[src/rtl/vib_burst_gen.sv]
`default_nettype none
// ============================================================================
// Module   : vib_burst_gen
// Purpose  : Drives a vibration motor with N on/off bursts; N given as 4-digit
//            BCD, remaining count exposed as BCD for direct display.
// Revision : 1.0 - initial release
// ============================================================================
module vib_burst_gen #(
    parameter int ON_CYCLES  = 25_000_000,
    parameter int OFF_CYCLES = 25_000_000,
    parameter int CNT_W      = 25
) (
    input  logic        i_clk,
    input  logic        i_rst,
    input  logic        i_start,
    input  logic        i_abort,
    input  logic [15:0] i_count,
    output logic        o_motor,
    output logic        o_busy,
    output logic        o_done,
    output logic [15:0] o_remaining
);

    typedef enum logic [1:0] {
        ST_IDLE = 2'd0,
        ST_ON   = 2'd1,
        ST_OFF  = 2'd2
    } state_t;

    localparam logic [CNT_W-1:0] c_on_last  = CNT_W'(ON_CYCLES - 1);
    localparam logic [CNT_W-1:0] c_off_last = CNT_W'(OFF_CYCLES - 1);
    localparam logic [CNT_W-1:0] c_one      = CNT_W'(1);
    localparam logic [CNT_W-1:0] c_zero     = '0;

    state_t             r_state, w_state_nxt;
    logic [CNT_W-1:0]   r_timer, w_timer_nxt;
    logic               r_motor, w_motor_nxt;
    logic               r_busy,  w_busy_nxt;
    logic               r_done,  w_done_nxt;
    logic [15:0]        r_rem,   w_rem_nxt;
    logic [15:0]        w_count_sat;

    // Non-decimal digits clamp to 9 so the display never shows garbage.
    function automatic logic [15:0] bcd_saturate(input logic [15:0] v);
        logic [15:0] res;
        res = '0;
        for (int i = 0; i < 4; i++) begin
            res[i*4 +: 4] = (v[i*4 +: 4] > 4'd9) ? 4'd9 : v[i*4 +: 4];
        end
        return res;
    endfunction

    function automatic logic [15:0] bcd_decrement(input logic [15:0] v);
        logic [15:0] res;
        logic        borrow;
        res    = v;
        borrow = 1'b1;
        for (int i = 0; i < 4; i++) begin
            if (borrow) begin
                if (v[i*4 +: 4] == 4'd0) begin
                    res[i*4 +: 4] = 4'd9;
                end else begin
                    res[i*4 +: 4] = v[i*4 +: 4] - 4'd1;
                    borrow        = 1'b0;
                end
            end
        end
        return res;
    endfunction

    assign w_count_sat = bcd_saturate(i_count);

    always_comb begin
        w_state_nxt = r_state;
        w_timer_nxt = r_timer;
        w_motor_nxt = r_motor;
        w_busy_nxt  = r_busy;
        w_done_nxt  = 1'b0;
        w_rem_nxt   = r_rem;

        if (i_abort) begin
            w_state_nxt = ST_IDLE;
            w_timer_nxt = c_zero;
            w_motor_nxt = 1'b0;
            w_busy_nxt  = 1'b0;
            w_rem_nxt   = 16'h0000;
        end else begin
            case (r_state)
                ST_IDLE: begin
                    if (i_start) begin
                        w_rem_nxt = w_count_sat;
                        if (w_count_sat == 16'h0000) begin
                            w_done_nxt = 1'b1;
                        end else begin
                            w_state_nxt = ST_ON;
                            w_timer_nxt = c_zero;
                            w_motor_nxt = 1'b1;
                            w_busy_nxt  = 1'b1;
                        end
                    end
                end
                ST_ON: begin
                    if (r_timer == c_on_last) begin
                        w_motor_nxt = 1'b0;
                        w_rem_nxt   = bcd_decrement(r_rem);
                        w_timer_nxt = c_zero;
                        // Last burst ends straight into IDLE: no trailing gap.
                        if (r_rem == 16'h0001) begin
                            w_state_nxt = ST_IDLE;
                            w_busy_nxt  = 1'b0;
                            w_done_nxt  = 1'b1;
                        end else begin
                            w_state_nxt = ST_OFF;
                        end
                    end else begin
                        w_timer_nxt = r_timer + c_one;
                    end
                end
                ST_OFF: begin
                    if (r_timer == c_off_last) begin
                        w_state_nxt = ST_ON;
                        w_timer_nxt = c_zero;
                        w_motor_nxt = 1'b1;
                    end else begin
                        w_timer_nxt = r_timer + c_one;
                    end
                end
                default: begin
                    w_state_nxt = ST_IDLE;
                    w_timer_nxt = c_zero;
                    w_motor_nxt = 1'b0;
                    w_busy_nxt  = 1'b0;
                    w_rem_nxt   = 16'h0000;
                end
            endcase
        end
    end

    always_ff @(posedge i_clk) begin
        if (i_rst) begin
            r_state <= ST_IDLE;
            r_timer <= c_zero;
            r_motor <= 1'b0;
            r_busy  <= 1'b0;
            r_done  <= 1'b0;
            r_rem   <= 16'h0000;
        end else begin
            r_state <= w_state_nxt;
            r_timer <= w_timer_nxt;
            r_motor <= w_motor_nxt;
            r_busy  <= w_busy_nxt;
            r_done  <= w_done_nxt;
            r_rem   <= w_rem_nxt;
        end
    end

    assign o_motor     = r_motor;
    assign o_busy      = r_busy;
    assign o_done      = r_done;
    assign o_remaining = r_rem;

endmodule
`default_nettype wire

[config.mk]
export PLATFORM = sky130hd
export DESIGN_NAME = vib_burst_gen
export DESIGN_NICKNAME = d
export VERILOG_FILES = /design/src/rtl/vib_burst_gen.sv
export SDC_FILE = /design/constraint.sdc
export NUM_CORES = 1
export LEC_CHECK = 0
export BUFFER_PORTS_ARGS = -buffer_cell sky130_fd_sc_hd__clkbuf_2
export CORE_ASPECT_RATIO = 1.1
export CORE_MARGIN = 1
export CORE_UTILIZATION = 55
export CTS_CLUSTER_SIZE = 12
export DETAILED_ROUTE_END_ITERATION = 16
export HOLD_SLACK_MARGIN = 0.12
export PLACE_DENSITY = 0.76
export SLEW_MARGIN = 40
export SYNTH_ARGS = -nofsm -noshare
export SYNTH_HDL_FRONTEND = slang
export SYNTH_SLANG_ARGS = --single-unit
[constraint.sdc]
create_clock -name i_clk -period 3 [get_ports i_clk]
set_input_delay 0.15 -clock i_clk [delete_from_list [all_inputs] [get_ports i_clk]]
set_output_delay 0.15 -clock i_clk [all_outputs]
set_load 0.01 [all_outputs]
==> metrics.csv, run 1 <==
stage,metric,value,unit
setup_path,rrSetupSlack,0.66,ns
clock_tree,cts_setup_buffers,0,
setup_path,cp_data_arrival_time,2.57,ns
logic_synthesis,synth-main-ff-cell,dfxtp_1,
setup_path,cp_top_family,simple AND/OR/NAND/NOR gates,
detailed_routing,first_iter_violations,209,
logic_synthesis,synth_top_area_share,30.4,%
setup_path,cp-end-kind,flop,
cells_and_area,fill_cells,462,
grt,grt_overflow_total,0,
logic_synthesis,synth_edf_count,0,
clock_tree,hold_buffers,0,
sta,slew_headroom,57.3,%
pwr,power_frac_comb,20.1,%
sta,rsz0062_at_grt,no,
clock_tree,cts_tree,done,
cells_and_area,final_cell_mix,"dfxtp_1, clkbuf_2, a21oi_1, nor2_1",
logic_synthesis,synth_area_leaders,"dfxtp_1, a21oi_1, ha_1, o21ai_0, nor2_1",
clock_tree,root_buffer,clkbuf_8,
logic_synthesis,syn_nets,412,
cells_and_area,syn2layout_area_growth,13.3,%
clock_tree,cts.htree.levels,2,
job,max-cap-violations,0,
floorplan,die_h,79.8,um
grt,grt_pass1_wl,13.0,mm
setup_path,slowest_delay,0.58,ns
floorplan,io-pin-count,39,
sta,tightest_slew,0.640,ns
floorplan,initial_core_util,58.9,%
floorplan,core_area,5130,um^2
logic_synthesis,async_flop_share,0,%
pwr,ir_worst_vdd,0.273,mV
detailed_routing,via_per_inst,6.24,
status,status,finished clean,
cells_and_area,fin_nets,453,
grt,antenna_found_initial,0,
logic_synthesis,seq_area_frac_synth,30.4,%
detailed_routing,final_antenna_net_count,0,
setup_path,critical_path_class,reg2reg,
grt,track_usage,28.7,%
setup_path,slowest_stage,or4_4,
clock_tree,ctsResizeCount,0,
sta,period_needed,2.34,ns
floorplan,fp-row-count,27,
detailed_routing,post-route-drc-count,0,
sta,maxSlewViolCount,0,
sta,finalWorstSetupSlack,0.665,ns
cells_and_area,diodes,0,
pwr,leakagePower,1.20,nW
logic_synthesis,yosysTopAreaCell,dfxtp_1,
setup_path,worstPathRequired,3.23,ns
floorplan,die_w,72.7,um
placement,pre_cts_ws,0.727,ns
detailed_routing,via_count,3074,
clock_tree,clk_pin_slew,0.10,ns
clock_tree,cts.sinks,46,
placement,place.gp.congestion,0.892,
grt,grt_max_degree,28,
detailed_routing,wire_per_inst,16.1,um
pwr,powerDensity,407,nW/um^2
sta,fmax,428,MHz
sta,finalCritPeriodShare,77.8,%
setup_path,crit_chain,inv_1 > ha_1 > or3b_1 > or4_4 > a2111oi_4 > mux2i_1,
placement,port_buffers,38,
sta,fin_tns_setup,0,ns
detailed_routing,firstDrtPassIters,5,
setup_path,start_kind,flop,
logic_synthesis,synth.avg_cell_area,7.98,um^2
sta,setup_viol_count_final,0,
floorplan,design.die.area,5800,um^2
sta,final-hold-violation-count,0,
logic_synthesis,syn_inst,379,
min_path,hold_class,in2reg,
pwr,internal-power,986,uW
clock_tree,clkLatencyLatePin,0.31,ns
setup_path,path_buf_inv,1,
setup_path,crit_fanout,5,
logic_synthesis,syn_area,3030,um^2
pwr,power_frac_seq,46.3,%
pwr,total_power,1.39,mW
sta,whs,0.200,ns
pwr,switchingPower,408,uW
pwr,switching_share,29.2,%
grt,grt_pass1_vias,2801,
logic_synthesis,synthDistinctLibCells,63,
sta,skew,0.0171,ns
clock_tree,clockBufferDepth,2,
pwr,p_clk_share,33.6,%
placement,hpwl,5.71,mm
detailed_routing,wl,7.95,mm
cells_and_area,final_common_cell,dfxtp_1,
logic_synthesis,yosysWarnings,0,
cells_and_area,drive_above_1_share,16.6,%
clock_tree,cts_buffers,5,
logic_synthesis,synth_seq_cells,46,
[layout make-up]
| cell class | instances | area [um^2] | area share [%] |
|---|---|---|---|
| multi-input cells | 293 | 1940 | 56.6 |
| clock buffers | 5 | 68.8 | 2.01 |
| clock inverters | 3 | 40.0 | 1.17 |
| well taps | 72 | 90.1 | 2.63 |
| repair buffers | 49 | 273 | 7.96 |
| flip-flops and latches | 46 | 921 | 26.9 |
| inverters | 25 | 93.8 | 2.74 |
[cell usage after synthesis, types with 10 or more instances]
cell type and instances:
a21oi_1 35, nand4_1 13, inv_1 25, nor3_1 10, o31ai_1 11, nand3_1 11
o21ai_0 25, nor2_1 29, nand2_1 20, ha_1 13, dfxtp_1 46, or3_1 10
[routing by layer]
metal	global-route usage, %	part of all wire (%)	vias up
li1	-	-	1520
met1	35.5	45	1460
met2	49.4	50	84
met3	5.05	4.6	10
met4	10.2	0.79	0
met5	0	0	-
[sequential cells by signal (all words and copies together), names as in the netlist]
signal / count
o_busy: 1
o_remaining: 16
o_done: 1
r_state: 2
r_timer: 25
o_motor: 1
[worst register-to-register path, stage by stage, from the launching register on]
cell and delay, ns:
dfxtp_1 0.35, inv_1 0.13, ha_1 0.18, or3b_1 0.42, or4_4 0.59, a2111oi_4 0.39
mux2i_1 0.22
[cell families (layout without fill, tap and decap cells)]
logic type | Yosys count | in the layout | synth area share, %
XOR/XNOR | 8 | 8 | 2.32
adder cells (fa/ha/maj) | 13 | 13 | 5.38
buffers and inverters | 40 | 82 | 5.38
AND/OR/NAND/NOR | 150 | 150 | 29.2
multiplexers | 1 | 1 | 0.331
AO/OA/AOI/OAI | 121 | 121 | 27.0
flip-flops | 46 | 46 | 30.4
[worst paths after layout]
check	start	end	depth (start not counted)
setup reg to reg	o_remaining[8]$_SDFFE_PP0P_	o_busy$_SDFFE_PP0P_	6
hold / removal	i_count[9]	o_remaining[9]$_SDFFE_PP0P_	3
hold reg to reg	o_motor$_SDFFE_PP0P_	o_motor$_SDFFE_PP0P_	2
setup / recovery	o_remaining[8]$_SDFFE_PP0P_	o_busy$_SDFFE_PP0P_	6
[per-stage QoR]
| step | area, um^2 | instances | util [%] |
|---|---|---|---|
| after global routing | 3430 | 493 | 66.8 |
| after global placement | 3320 | 485 | 64.6 |
| after CTS | 3430 | 493 | 66.8 |
| final | 3430 | 493 | 66.8 |
| after floorplan | 3030 | 379 | - |
| after detailed placement | 3320 | 485 | 64.6 |
[power groups by stage]
stage / registers, mW / logic, mW / clock network, mW
3_3_place_gp: 0.658 / 0.270 / 0
5_1_grt: 0.647 / 0.307 / 0.508
6_report: 0.645 / 0.280 / 0.469
2_1_floorplan: 0.662 / 0.181 / 0
3_5_place_dp: 0.659 / 0.275 / 0
4_1_cts: 0.645 / 0.277 / 0.474
No activity file was read; power rests on OpenSTA's default activity.
==> run 2, diff against run 1 <==
- CORE_UTILIZATION: 55 -> 53
- PLACE_DENSITY: 0.76 -> 0.77
- clock period: 3 -> 2.1 ns (I/O delays scaled with it)
==> metrics.csv, run 2 (synthesis gave the netlist of run 1 again) <==
stage,metric,value,unit,change
setup_path,r2r-end,o_busy$_SDFFE_PP0P_,,
floorplan,design.die.area,6010,um^2,+3.7%
setup_path,crit_start,o_remaining[9]$_SDFFE_PP0P_,,
cells_and_area,multi_input_area,2070,um^2,+6.8%
placement,place_area,3610,um^2,+8.8%
cells_and_area,diodes,0,,unchanged
sta,finalWorstSetupSlack,-0.0369,ns,-0.702 ns
detailed_routing,firstDrtPassIters,5,,unchanged
clock_tree,clk_pin_slew,0.09,ns,about the same
sta,fmax,468,MHz,+9.3%
pwr,ir_worst_vdd,0.328,mV,+20%
cells_and_area,syn2layout_area_growth,29.8,%,
setup_path,cp_data_arrival_time,2.36,ns,-0.21 ns
cells_and_area,final_common_cell,buf_4,,
job,max-cap-violations,0,,unchanged
status,violations,negative setup slack,,
setup_path,r2r_cells,6,,unchanged
setup_path,crit_fanout,2,,-3
sta,fin_tns_setup,-0.0369,ns,-0.0369 ns
setup_path,path_buf_inv,1,,unchanged
pwr,total_power,1.99,mW,+43%
setup_path,rrSetupSlack,-0.04,ns,-0.70 ns
floorplan,fp-row-count,28,,+3.7%
floorplan,initial_core_util,55.7,%,-3.2 points
grt,track_usage,30.0,%,+1.4 points
cells_and_area,largest_reg_flops,25,,unchanged
detailed_routing,via_count,3374,,+9.8%
sta,finalCritPeriodShare,102,%,+24 points
setup_path,worstPathRequired,2.33,ns,-0.90 ns
pwr,leakagePower,1.46,nW,+22%
clock_tree,hold_buffers,0,,unchanged
sta,final-hold-violation-count,0,,unchanged
clock_tree,cts.htree.levels,2,,unchanged
sta,rsz0062_at_grt,yes,,
setup_path,crit_path_end,o_busy$_SDFFE_PP0P_,,
placement,hpwl,6.28,mm,+10%
cells_and_area,drive_above_1_share,31.5,%,+15 points
floorplan,core_area,5430,um^2,+5.8%
setup_path,slowest_stage,or4_4,,
setup_path,slowest_delay,0.57,ns,about the same
sta,slew_headroom,51.0,%,-6.4 points
setup_path,start_kind,flop,,
cells_and_area,top_register,r_timer,,
grt,antenna_found_initial,0,,unchanged
floorplan,io-pin-count,39,,unchanged
grt,grt_overflow_total,0,,unchanged
clock_tree,cts_tree,done,,
pwr,powerDensity,508,nW/um^2,+25%
status,status,finished with violations,,
min_path,hold_class,in2reg,,
setup_path,cp_top_family,simple AND/OR/NAND/NOR gates,,
sta,maxSlewViolCount,0,,unchanged
clock_tree,root_buffer,clkbuf_8,,
cells_and_area,final_area,3930,um^2,+15%
detailed_routing,first_iter_violations,306,,+46%
detailed_routing,post-route-drc-count,0,,unchanged
cells_and_area,final_core_util,72.3,%,+5.6 points
setup_path,cp_num_cells,6,,unchanged
placement,dp.cells,526,,+8.5%
placement,place.gp.congestion,0.958,,+7.4%
cells_and_area,fill_cells,422,,-8.7%
clock_tree,clkLatencyLatePin,0.30,ns,about the same
detailed_routing,wl,8.69,mm,+9.4%
setup_path,critical_path_class,reg2reg,,
detailed_routing,wire_per_inst,15.9,um,-1.1%
detailed_routing,via_per_inst,6.19,,-0.71%
cells_and_area,stdcell_count,545,,+11%
cells_and_area,seqCellArea,930,um^2,+0.95%
grt,grt_pass1_vias,3173,,+13%
placement,port_buffers,38,,unchanged
floorplan,die_h,81.2,um,+1.8%
clock_tree,cts_buffers,5,,unchanged
setup_path,rr_startpoint,o_remaining[9]$_SDFFE_PP0P_,,
grt,grt_pass1_wl,14.2,mm,+9.0%
sta,skew,0.0120,ns,-0.00514 ns
setup_path,cp-end-kind,flop,,
sta,tightest_slew,0.736,ns,+0.0955 ns
setup_path,crit_chain,inv_2 > ha_4 > or3b_4 > or4_4 > a2111oi_4 > mux2i_1,,
detailed_routing,final_antenna_net_count,0,,unchanged
sta,period_needed,2.14,ns,-0.198 ns
floorplan,die_w,74.0,um,+1.8%
cells_and_area,final_cell_mix,"buf_4, dfxtp_1, clkbuf_2, a21oi_1, nor2_1",,
clock_tree,cts.sinks,46,,unchanged
sta,setup_viol_count_final,1,,+1
grt,grt_max_degree,24,,-14%
clock_tree,clockBufferDepth,2,,unchanged
cells_and_area,fin_nets,502,,+11%
==> run 2: changes by cell type in the layout (fill, tap and decap cells not counted), moves of 2 or more <==
cell	previous run	this run
and4_1	4	2
inv_1	25	19
dfxtp_2	0	7
buf_4	11	59
and4_4	0	2
ha_4	0	4
or3b_4	2	4
inv_2	0	6
dfxtp_1	46	39
ha_1	13	9
==> run 2: power breakdown <==
group | internal (mW) | total, mW | switching (mW)
Sequential | 0.896 | 0.915 | 0.0196
Clock | 0.266 | 0.567 | 0.301
Combinational | 0.235 | 0.511 | 0.277
Total | 1.40 | 1.99 | 0.597
==> run 2: metal layers <==
layer,up-vias,wire length [um],GRT usage [%]
met5,-,0,0
met4,0,233,12.5
met3,29,524,4.84
met2,150,4350,52.4
met1,1577,3580,36.2
li1,1618,-,-
==> run 2: repair_timing <==
action                     in CTS  in global routing
hold endpoints to repair        0                  0
buffers inserted                4                  7
pin swaps                       4                  6
gates cloned                    0                  0
resized for setup              15                 22
setup endpoints to repair       3                 31
==> run 2: how the worst min path moves through the flow <==
stage | start | end | slack (ns) | depth (start not counted)
final | i_count[10] | o_remaining[10]$_SDFFE_PP0P_ | 0.20 | 4
after global routing | i_count[9] | o_remaining[9]$_SDFFE_PP0P_ | 0.22 | 3
after global placement | o_busy$_SDFFE_PP0P_ | o_busy$_SDFFE_PP0P_ | 0.46 | 2
after CTS | i_count[10] | o_remaining[10]$_SDFFE_PP0P_ | 0.18 | 4
after detailed placement | o_busy$_SDFFE_PP0P_ | o_busy$_SDFFE_PP0P_ | 0.47 | 2
after floorplan | i_rst | o_remaining[12]$_SDFFE_PP0P_ | 0.30 | 3
==> run 2: area by class of cell <==
cell class | instances | share of cell area, %
inverters | 25 | 2.39
repair buffers | 98 | 16.4
clock inverters | 1 | 0.127
well taps | 75 | 2.39
multi-input cells | 293 | 52.8
flip-flops and latches | 46 | 23.7
clock buffers | 7 | 2.20
==> run 2: stage by stage <==
| stage | hold slack (ns) | worst slack [ns] |
|---|---|---|
| floorplan | 0.303 | 0.0119 |
| global placement | 0.463 | 0.0446 |
| detailed placement | 0.474 | -0.0210 |
| CTS | 0.179 | -0.0720 |
| global route | 0.218 | -0.0736 |
| finish | 0.200 | -0.0369 |
==> run 2: worst register-to-register path: stages (launching register included) <==
cell	delay, ns
dfxtp_2	0.33
inv_2	0.07
ha_4	0.13
or3b_4	0.39
or4_4	0.57
a2111oi_4	0.34
mux2i_1	0.23
==> run 3, diff against run 2 <==
- CELL_PAD_IN_SITES_DETAIL_PLACEMENT: not set -> 0
- CELL_PAD_IN_SITES_GLOBAL_PLACEMENT: not set -> 1
- CORE_UTILIZATION: 53 -> 39
- CTS_CLUSTER_DIAMETER: not set -> 200
- GPL_TIMING_DRIVEN: not set -> 0
- PLACE_DENSITY: 0.77 -> not set
- PLACE_DENSITY_LB_ADDON: not set -> 0.1
==> metrics.csv, run 3 (synthesis gave the netlist of run 1 again) <==
stage,metric,value,unit,change
min_path,min_to,o_remaining[13]$_SDFFE_PP0P_,,
sta,skew,0.0134,ns,+0.00140 ns
grt,grt_pass1_wl,14.6,mm,+3.4%
floorplan,design.die.area,8110,um^2,+35%
detailed_routing,final_antenna_net_count,0,,unchanged
job,max-cap-violations,0,,unchanged
sta,slew_headroom,57.7,%,+6.7 points
setup_path,worstPathRequired,2.33,ns,about the same
cells_and_area,largest_reg_flops,25,,unchanged
setup_path,cp_data_arrival_time,2.31,ns,-0.05 ns
cells_and_area,top_register,r_timer,,
placement,dp.cells,522,,-0.76%
cells_and_area,final_core_util,53.9,%,-18 points
detailed_routing,wire_per_inst,17.3,um,+8.8%
clock_tree,clkLatencyLatePin,0.30,ns,about the same
floorplan,die_w,86.0,um,+16%
clock_tree,cts.sinks,46,,unchanged
cells_and_area,final_cell_mix,"clkbuf_2, a21oi_1, nor2_1, dfxtp_1, buf_4",,
grt,met2_usage,42.6,%,-9.8 points
grt,grtUsageMet1,27.8,%,-8.4 points
cells_and_area,final_area,4030,um^2,+2.6%
setup_path,rrSetupSlack,0.02,ns,+0.06 ns
detailed_routing,firstDrtPassIters,4,,-1
placement,place_area,3350,um^2,-7.2%
sta,final-hold-violation-count,0,,unchanged
setup_path,rr_startpoint,o_remaining[8]$_SDFFE_PP0P_,,
pwr,powerDensity,494,nW/um^2,-2.7%
placement,pre_cts_ws,-0.653,ns,-0.632 ns
floorplan,fp-row-count,33,,+18%
clock_tree,cts_tree,done,,
sta,rsz0062_at_grt,yes,,
setup_path,cp-end-kind,flop,,
sta,maxSlewViolCount,0,,unchanged
floorplan,initial_core_util,40.5,%,-15 points
detailed_routing,first_iter_violations,181,,-41%
pwr,total_power,1.99,mW,-0.20%
clock_tree,cts.htree.levels,2,,unchanged
grt,grt_overflow_total,0,,unchanged
floorplan,die_h,94.4,um,+16%
placement,hpwl,6.68,mm,+6.4%
floorplan,io-pin-count,39,,unchanged
grt,grt_pass1_vias,2898,,-8.7%
sta,fin_tns_setup,0,ns,+0.0369 ns
setup_path,r2r-end,o_busy$_SDFFE_PP0P_,,
clock_tree,clk_pin_slew,0.10,ns,about the same
placement,port_buffers,38,,unchanged
min_path,hold_depth,3,,-1
setup_path,crit_fanout,2,,unchanged
sta,setup_viol_count_final,0,,-1
grt,antenna_found_initial,0,,unchanged
sta,period_needed,2.08,ns,-0.0585 ns
clock_tree,root_buffer,clkbuf_8,,
detailed_routing,post-route-drc-count,0,,unchanged
setup_path,critical_path_class,reg2reg,,
sta,finalCritPeriodShare,99.0,%,-2.8 points
cells_and_area,diodes,0,,unchanged
floorplan,core_area,7470,um^2,+38%
cells_and_area,fill_cells,727,,+72%
placement,place.gp.congestion,0.835,,-13%
clock_tree,hold_buffers,0,,unchanged
status,status,finished clean,,
detailed_routing,wl,9.68,mm,+11%
grt,grt_busiest_layer,met2,,
sta,finalWorstSetupSlack,0.0216,ns,+0.0585 ns
pwr,leakagePower,1.43,nW,-1.7%
clock_tree,cts_buffers,5,,unchanged
detailed_routing,via_count,3217,,-4.7%
sta,whs,0.185,ns,-0.0146 ns
cells_and_area,fin_nets,486,,-3.2%
clock_tree,clockBufferDepth,2,,unchanged
cells_and_area,syn2layout_area_growth,33.2,%,
grt,grt_max_degree,13,,-46%
cells_and_area,final_common_cell,clkbuf_2,,
cells_and_area,drive_above_1_share,33.3,%,+1.8 points
setup_path,r2r_cells,6,,unchanged
grt,track_usage,23.1,%,-6.9 points
detailed_routing,via_per_inst,5.77,,-6.9%
grt,grt_util_met3,2.88,%,-2.0 points
min_path,min_from,i_count[13],,
setup_path,start_kind,flop,,
sta,tightest_slew,0.633,ns,-0.103 ns
cells_and_area,stdcell_count,558,,+2.4%
sta,fmax,481,MHz,+2.8%
pwr,ir_worst_vdd,0.215,mV,-35%
min_path,hold_class,in2reg,,
==> run 3: changes by cell type in the layout (fill, tap and decap cells not counted), moves of 3 or more <==
cell / before / now
buf_4: 59 / 27
dfxtp_1: 39 / 29
clkbuf_1: 1 / 7
buf_6: 1 / 6
dfxtp_2: 7 / 12
dfxtp_4: 0 / 5
ha_1: 9 / 5
inv_1: 19 / 16
==> run 3: worst max-delay path, cell delays in order, from the launching register on <==
cell and delay [ns]:
dfxtp_4 0.37, inv_4 0.06, ha_4 0.12, or3b_4 0.38
or4_4 0.56, a2111oi_4 0.32, mux2i_1 0.21
==> run 3: worst max-delay path by stage <==
| stage | start | end | slack, ns | cells after the start |
|---|---|---|---|---|
| 6_report | o_remaining[8]$_SDFFE_PP0P_ | o_busy$_SDFFE_PP0P_ | 0.02 | 6 |
| 5_1_grt | o_remaining[1]$_SDFFE_PP0P_ | o_busy$_SDFFE_PP0P_ | -0.08 | 6 |
| 4_1_cts | o_remaining[8]$_SDFFE_PP0P_ | o_busy$_SDFFE_PP0P_ | -0.02 | 6 |
| 3_5_place_dp | r_state[0]$_SDFFE_PP0P_ | r_timer[14]$_SDFFE_PP0P_ | -0.65 | 9 |
| 3_3_place_gp | r_state[1]$_SDFFE_PP0P_ | r_timer[8]$_SDFFE_PP0P_ | -0.64 | 9 |
| 2_1_floorplan | o_remaining[5]$_SDFFE_PP0P_ | o_busy$_SDFFE_PP0P_ | 0.01 | 6 |
==> run 3: repair_timing <==
action / CTS / global route
cloned: 0 / 2
pin swaps: 11 / 12
setup buffers: 23 / 6
gates resized for setup: 51 / 48
setup endpoints to repair: 46 / 39
==> run 3: layer usage <==
metal | part of all wire [%] | vias to the layer above | routed length [um]
li1 | - | 1586 | -
met2 | 52 | 91 | 5050
met3 | 4.5 | 12 | 439
met5 | 0 | - | 0
met4 | 1.1 | 0 | 109
met1 | 42 | 1528 | 4080
==> run 3: cell type report <==
class / count / area [um^2] / area share (%)
timing repair buffer: 69 / 445 / 11.1
tap: 105 / 131 / 3.26
multi-input combinational: 293 / 2220 / 55.1
buffer: 13 / 106 / 2.64
clock buffer: 7 / 76.3 / 1.89
inverter: 25 / 96.3 / 2.39
sequential: 46 / 955 / 23.7
==> run 3: power by group <==
group          switching (mW)  total [mW]  internal [mW]
Sequential             0.0265       0.920          0.894
Clock                   0.312       0.542          0.231
Combinational           0.290       0.527          0.238
Total                   0.628        1.99           1.36
